File: src/rtl/ipml_fifo_wr_skid_adapter.sv
// rtl/ipml_fifo_wr_skid_adapter.sv - valid/ready to FIFO write-port adapter with 2-entry skid buffer
module ipml_fifo_wr_skid_adapter #(
    parameter int c_DATA_WIDTH = 32,
    parameter int c_CNT_WIDTH  = 16
) (
    input  logic                    clk,
    input  logic                    rst_n,
    input  logic [c_DATA_WIDTH-1:0] s_data,
    input  logic                    s_valid,
    output logic                    s_ready,
    output logic [c_DATA_WIDTH-1:0] wr_data,
    output logic                    wr_en,
    input  logic                    wr_vld,
    output logic                    idle,
    output logic [c_CNT_WIDTH-1:0]  wr_cnt
);

    typedef enum logic [1:0] {
        EMPTY = 2'b00,
        HALF  = 2'b01,
        FULL  = 2'b10
    } state_t;

    state_t                  state_q, state_d;
    logic [c_DATA_WIDTH-1:0] out_q, out_d;
    logic [c_DATA_WIDTH-1:0] skid_q, skid_d;
    logic                    s_ready_q, s_ready_d;
    logic [c_CNT_WIDTH-1:0]  wr_cnt_q, wr_cnt_d;
    logic                    push, pop;

    assign push = s_valid & s_ready_q;
    assign pop  = (state_q != EMPTY) & wr_vld;

    always_comb begin
        state_d  = state_q;
        out_d    = out_q;
        skid_d   = skid_q;
        wr_cnt_d = wr_cnt_q;
        if (pop) begin
            wr_cnt_d = wr_cnt_q + 1'b1;
        end
        case (state_q)
            EMPTY: begin
                if (push) begin
                    state_d = HALF;
                    out_d   = s_data;
                end
            end
            HALF: begin
                if (push && !pop) begin
                    state_d = FULL;
                    skid_d  = s_data;
                end else if (push && pop) begin
                    out_d = s_data;
                end else if (pop) begin
                    state_d = EMPTY;
                end
            end
            FULL: begin
                // Upstream is stalled here, so only the drain path matters.
                if (pop) begin
                    state_d = HALF;
                    out_d   = skid_q;
                end
            end
            default: begin
                state_d = EMPTY;
            end
        endcase
        s_ready_d = (state_d != FULL);
    end

    always_ff @(posedge clk) begin
        if (!rst_n) begin
            state_q   <= EMPTY;
            out_q     <= '0;
            skid_q    <= '0;
            s_ready_q <= 1'b0;
            wr_cnt_q  <= '0;
        end else begin
            state_q   <= state_d;
            out_q     <= out_d;
            skid_q    <= skid_d;
            s_ready_q <= s_ready_d;
            wr_cnt_q  <= wr_cnt_d;
        end
    end

    assign s_ready = s_ready_q;
    assign wr_data = out_q;
    assign wr_en   = (state_q != EMPTY);
    assign idle    = (state_q == EMPTY);
    assign wr_cnt  = wr_cnt_q;

endmodule

File: config.mk
export PLATFORM = sky130hd
export DESIGN_NAME = ipml_fifo_wr_skid_adapter
export DESIGN_NICKNAME = d
export VERILOG_FILES = /design/src/rtl/ipml_fifo_wr_skid_adapter.sv
export SDC_FILE = /design/constraint.sdc
export NUM_CORES = 1
export LEC_CHECK = 0
export ABC_AREA = 1
export CORE_MARGIN = 3
export CORE_UTILIZATION = 44
export DETAILED_ROUTE_END_ITERATION = 7
export PLACE_DENSITY = 0.76
export SYNTH_ARGS = -nofsm -noshare
export SYNTH_HDL_FRONTEND = slang
export SYNTH_SLANG_ARGS = --single-unit
export TNS_END_PERCENT = 10
File: constraint.sdc
create_clock -name clk -period 1.4 [get_ports clk]
set_input_delay 0.28 -clock clk [delete_from_list [all_inputs] [get_ports clk]]
set_output_delay 0.28 -clock clk [all_outputs]
set_load 0.1 [all_outputs]
==> flow_summary.yaml <==
status:
  status: "finished with violations"
  violations: "setup timing"
die:
  core_area_sq_um: 7486
  fp.dieH_um: 95.03
  die_area_sq_um: 9030
  io_pins: 87
  initial_utilization: 0.4658
  chipWidth_um: 95.03
  fp-row-count: 31
logic_synthesis:
  yosysWarnings: 0
  syn_avg_cell_area_sq_um: 7.131
  synth_cells: 489
  synth.net_count: 526
  synth_top_family_by_area: "simple AND/OR/NAND/NOR gates"
  synth-seq-area-share: 0.4765
  synthSimpleGateAreaFrac: 0.2153
  synth_xor_xnor_area_share: 0.005023
  synth_compound_area_frac: 0.2031
  netlist_area_sq_um: 3487
  synth_cell_types: 25
  synth_fa_ha_area_frac: 0.003588
  synthMuxAreaShare: 0
  ys_ff_latch: 83
job:
  maxCapViolations: 0
placement:
  routabilityCongestion: 0.8365
  port-buffer-count: 86
  place_hpwl_um: 6522
  place_area_sq_um: 5149
  dp.cells: 669
timing:
  finalHoldViolations: 0
  grt_setup_unrepaired: "yes"
  max_freq_mhz: 709.4
  setup-tns-final_ns: -0.01696
  fin_crit_ns: 1.410
  slew_violations: 0
  fin_skew_ns: 0.004926
  worst_slew_pin_slew_ns: 0.3213
  relSlewSlack: 0.7858
  setup_viol: 2
  setup_ws_ns: -0.009717
  whs_ns: 0.3197
  fin_crit_sh: 1.007
clock_tree:
  root_buffer: "clkbuf_8"
  path_clk_slew_ns: 0.08
  cts_max_path_buffers: 2
  cts-htree-levels: 3
  cts_inserted_buffers: 9
  clock_latency_ns: 0.34
  clock-sinks: 83
  cts_tree: "built"
global_routing:
  track_usage: 0.2065
  grt_pass1_vias: 3260
  grt_pass1_wl_um: 14810
  grt-ovfl-total: 0
  antenna_found_initial: 0
  grt_max_degree: 39
detailed_routing:
  num_vias: 3474
  vias_per_cell: 5.079
  drc_errors: 0
  drtAntennaViolNets: 0
  dr.pass1.iters: 5
  dr.first_iter.drc_count: 114
  wl_um: 9172
  wl_per_cell_um: 13.41
power_and_ir_drop:
  swShare: 0.3236
  pwr-share-seq: 0.464
  p_per_area_nw_per_um2: 1013
  leakage_nw: 2.148
  ir_drop_mv: 0.9139
  p_comb_frac: 0.257
  fin_total_pwr_w: 0.005467
  p_int_w: 0.003698
  p_clk_frac: 0.280
  power.switching_w: 0.001769
finish:
  fin_area_sq_um: 5396
  antenna_cells: 0
  drive_above_1_share: 0.2222
  fin_cells: 684
  area_delta_synth_final_pct: 54.75
  fillers: 544
  nNetsFinal: 618
setup_path:
  crit_fanout: 4
  r2r_setup_slack_ns: 0.04
  critical_path_class: "flip-flop to primary output"
  crit_path_end_kind: "primary output"
  cp_data_required_time_ns: 1.12
  arrival_ns: 1.13
  crit_path_start_kind: "flip-flop"
min_path:
  hold_class: "primary input to flip-flop"
synthesized netlist by cell type:
cell type,number,area [sq um]
a21oi_1,40,200.2
buf_2,11,55.05
clkbuf_2,2,10.01
nand2_2,2,12.51
nand3_1,13,65.06
nand4_1,1,6.260
xnor2_1,1,8.760
nor2_4,3,33.78
nor2_2,2,12.51
nor2_1,95,356.6
buf_6,4,45.04
xor2_1,1,8.760
buf_4,1,7.510
buf_1,1,3.750
clkinv_2,1,5.000
clkbuf_1,9,33.78
ha_1,1,12.51
inv_2,2,7.510
o21ai_0,80,400.4
nand2_1,69,259.0
dfxtp_1,83,1662
o21ai_1,20,100.1
inv_1,45,168.9
nor3_1,1,5.000
o21bai_1,1,7.510
kinds of logic (layout without fill, tap and decap cells):
logic type      Yosys count  after routing
simple gates            186            186
compound gates          141            141
flops                    83             83
buf+inv                  76            172
xor+xnor                  2              2
fa+ha+maj                 1              1
cell type report:
class	count	area [sq um]	area share
clock buffers	12	155.1	0.02875
clock inverters	3	15.01	0.002782
inverters	48	183.9	0.03408
multi-input cells	330	1564	0.2898
flip-flops and latches	83	1702	0.3153
well taps	99	123.9	0.02295
repair buffers	109	1653	0.3063
cells in the final DEF (no fill, tap or decap), types with 2 or more instances in the layout:
cell type / netlist / layout
dfxtp_4: 0 / 7
inv_1: 45 / 44
o21ai_0: 80 / 41
nand3_1: 13 / 12
clkdlybuf4s50_1: 0 / 33
clkbuf_8: 0 / 11
clkinv_2: 1 / 4
buf_4: 1 / 11
inv_2: 2 / 2
buf_12: 0 / 57
dfxtp_1: 83 / 65
a21oi_1: 40 / 40
nor2_1: 95 / 90
o21ai_2: 0 / 3
buf_6: 4 / 5
dfxtp_2: 0 / 11
nor2_2: 2 / 5
nand2_2: 2 / 2
o21ai_1: 20 / 56
nand2_1: 69 / 67
nor2_4: 3 / 5
timing repair:
action | in CTS | in global routing
gates cloned | 0 | 1
resized for setup | 5 | 33
hold buffers | 0 | 0
endpoints found under the setup margin | 3 | 55
buffers inserted | 1 | 0
pin swaps | 1 | 19
endpoints found under the hold margin | 0 | 0
per-stage QoR:
stage / worst slack [ns] / util
6_report: -0.009717 / 0.7209
2_1_floorplan: -0.2828 / -
3_3_place_gp: -0.3084 / 0.6878
3_5_place_dp: -0.3906 / 0.6878
4_1_cts: -0.01894 / 0.7105
5_1_grt: -0.04834 / 0.7209
flip-flops by register name, indices dropped and copies added (netlist names):
name,flops
state_q,2
wr_cnt,16
skid_q,32
s_ready,1
wr_data,32
power groups by stage:
| stage | sequential (W) | combinational (W) | clock [W] |
|---|---|---|---|
| finish | 0.00253 | 0.00140 | 0.00153 |
| global route | 0.00255 | 0.00147 | 0.00165 |
| CTS | 0.00253 | 0.00138 | 0.00157 |
| detailed placement | 0.00259 | 0.00139 | 0 |
| global placement | 0.00259 | 0.00137 | 0 |
| floorplan | 0.00308 | 0.000322 | 0 |
per-layer routing:
layer | share of wire | routed length, um | GRT usage | up-vias
li1 | - | - | - | 1749
met5 | 0 | 0 | 0 | -
met2 | 0.51 | 4641 | 0.3647 | 87
met1 | 0.43 | 3908 | 0.2454 | 1624
met4 | 0.018 | 162 | 0.06971 | 0
met3 | 0.050 | 461 | 0.04893 | 14
critical path: stages (launching register included):
cell and delay [ns]:
dfxtp_4 0.38, nor2_4 0.20, buf_12 0.20
worst paths after layout:
check	cells past startpoint	end	start
worst min-delay path	3	wr_cnt[14]	rst_n
worst max register to register	8	wr_data[3]	state_q[1]
worst max-delay path	2	idle	state_q[1]
worst min register to register	2	skid_q[13]	skid_q[13]
No activity file was read; power rests on OpenSTA's default activity.
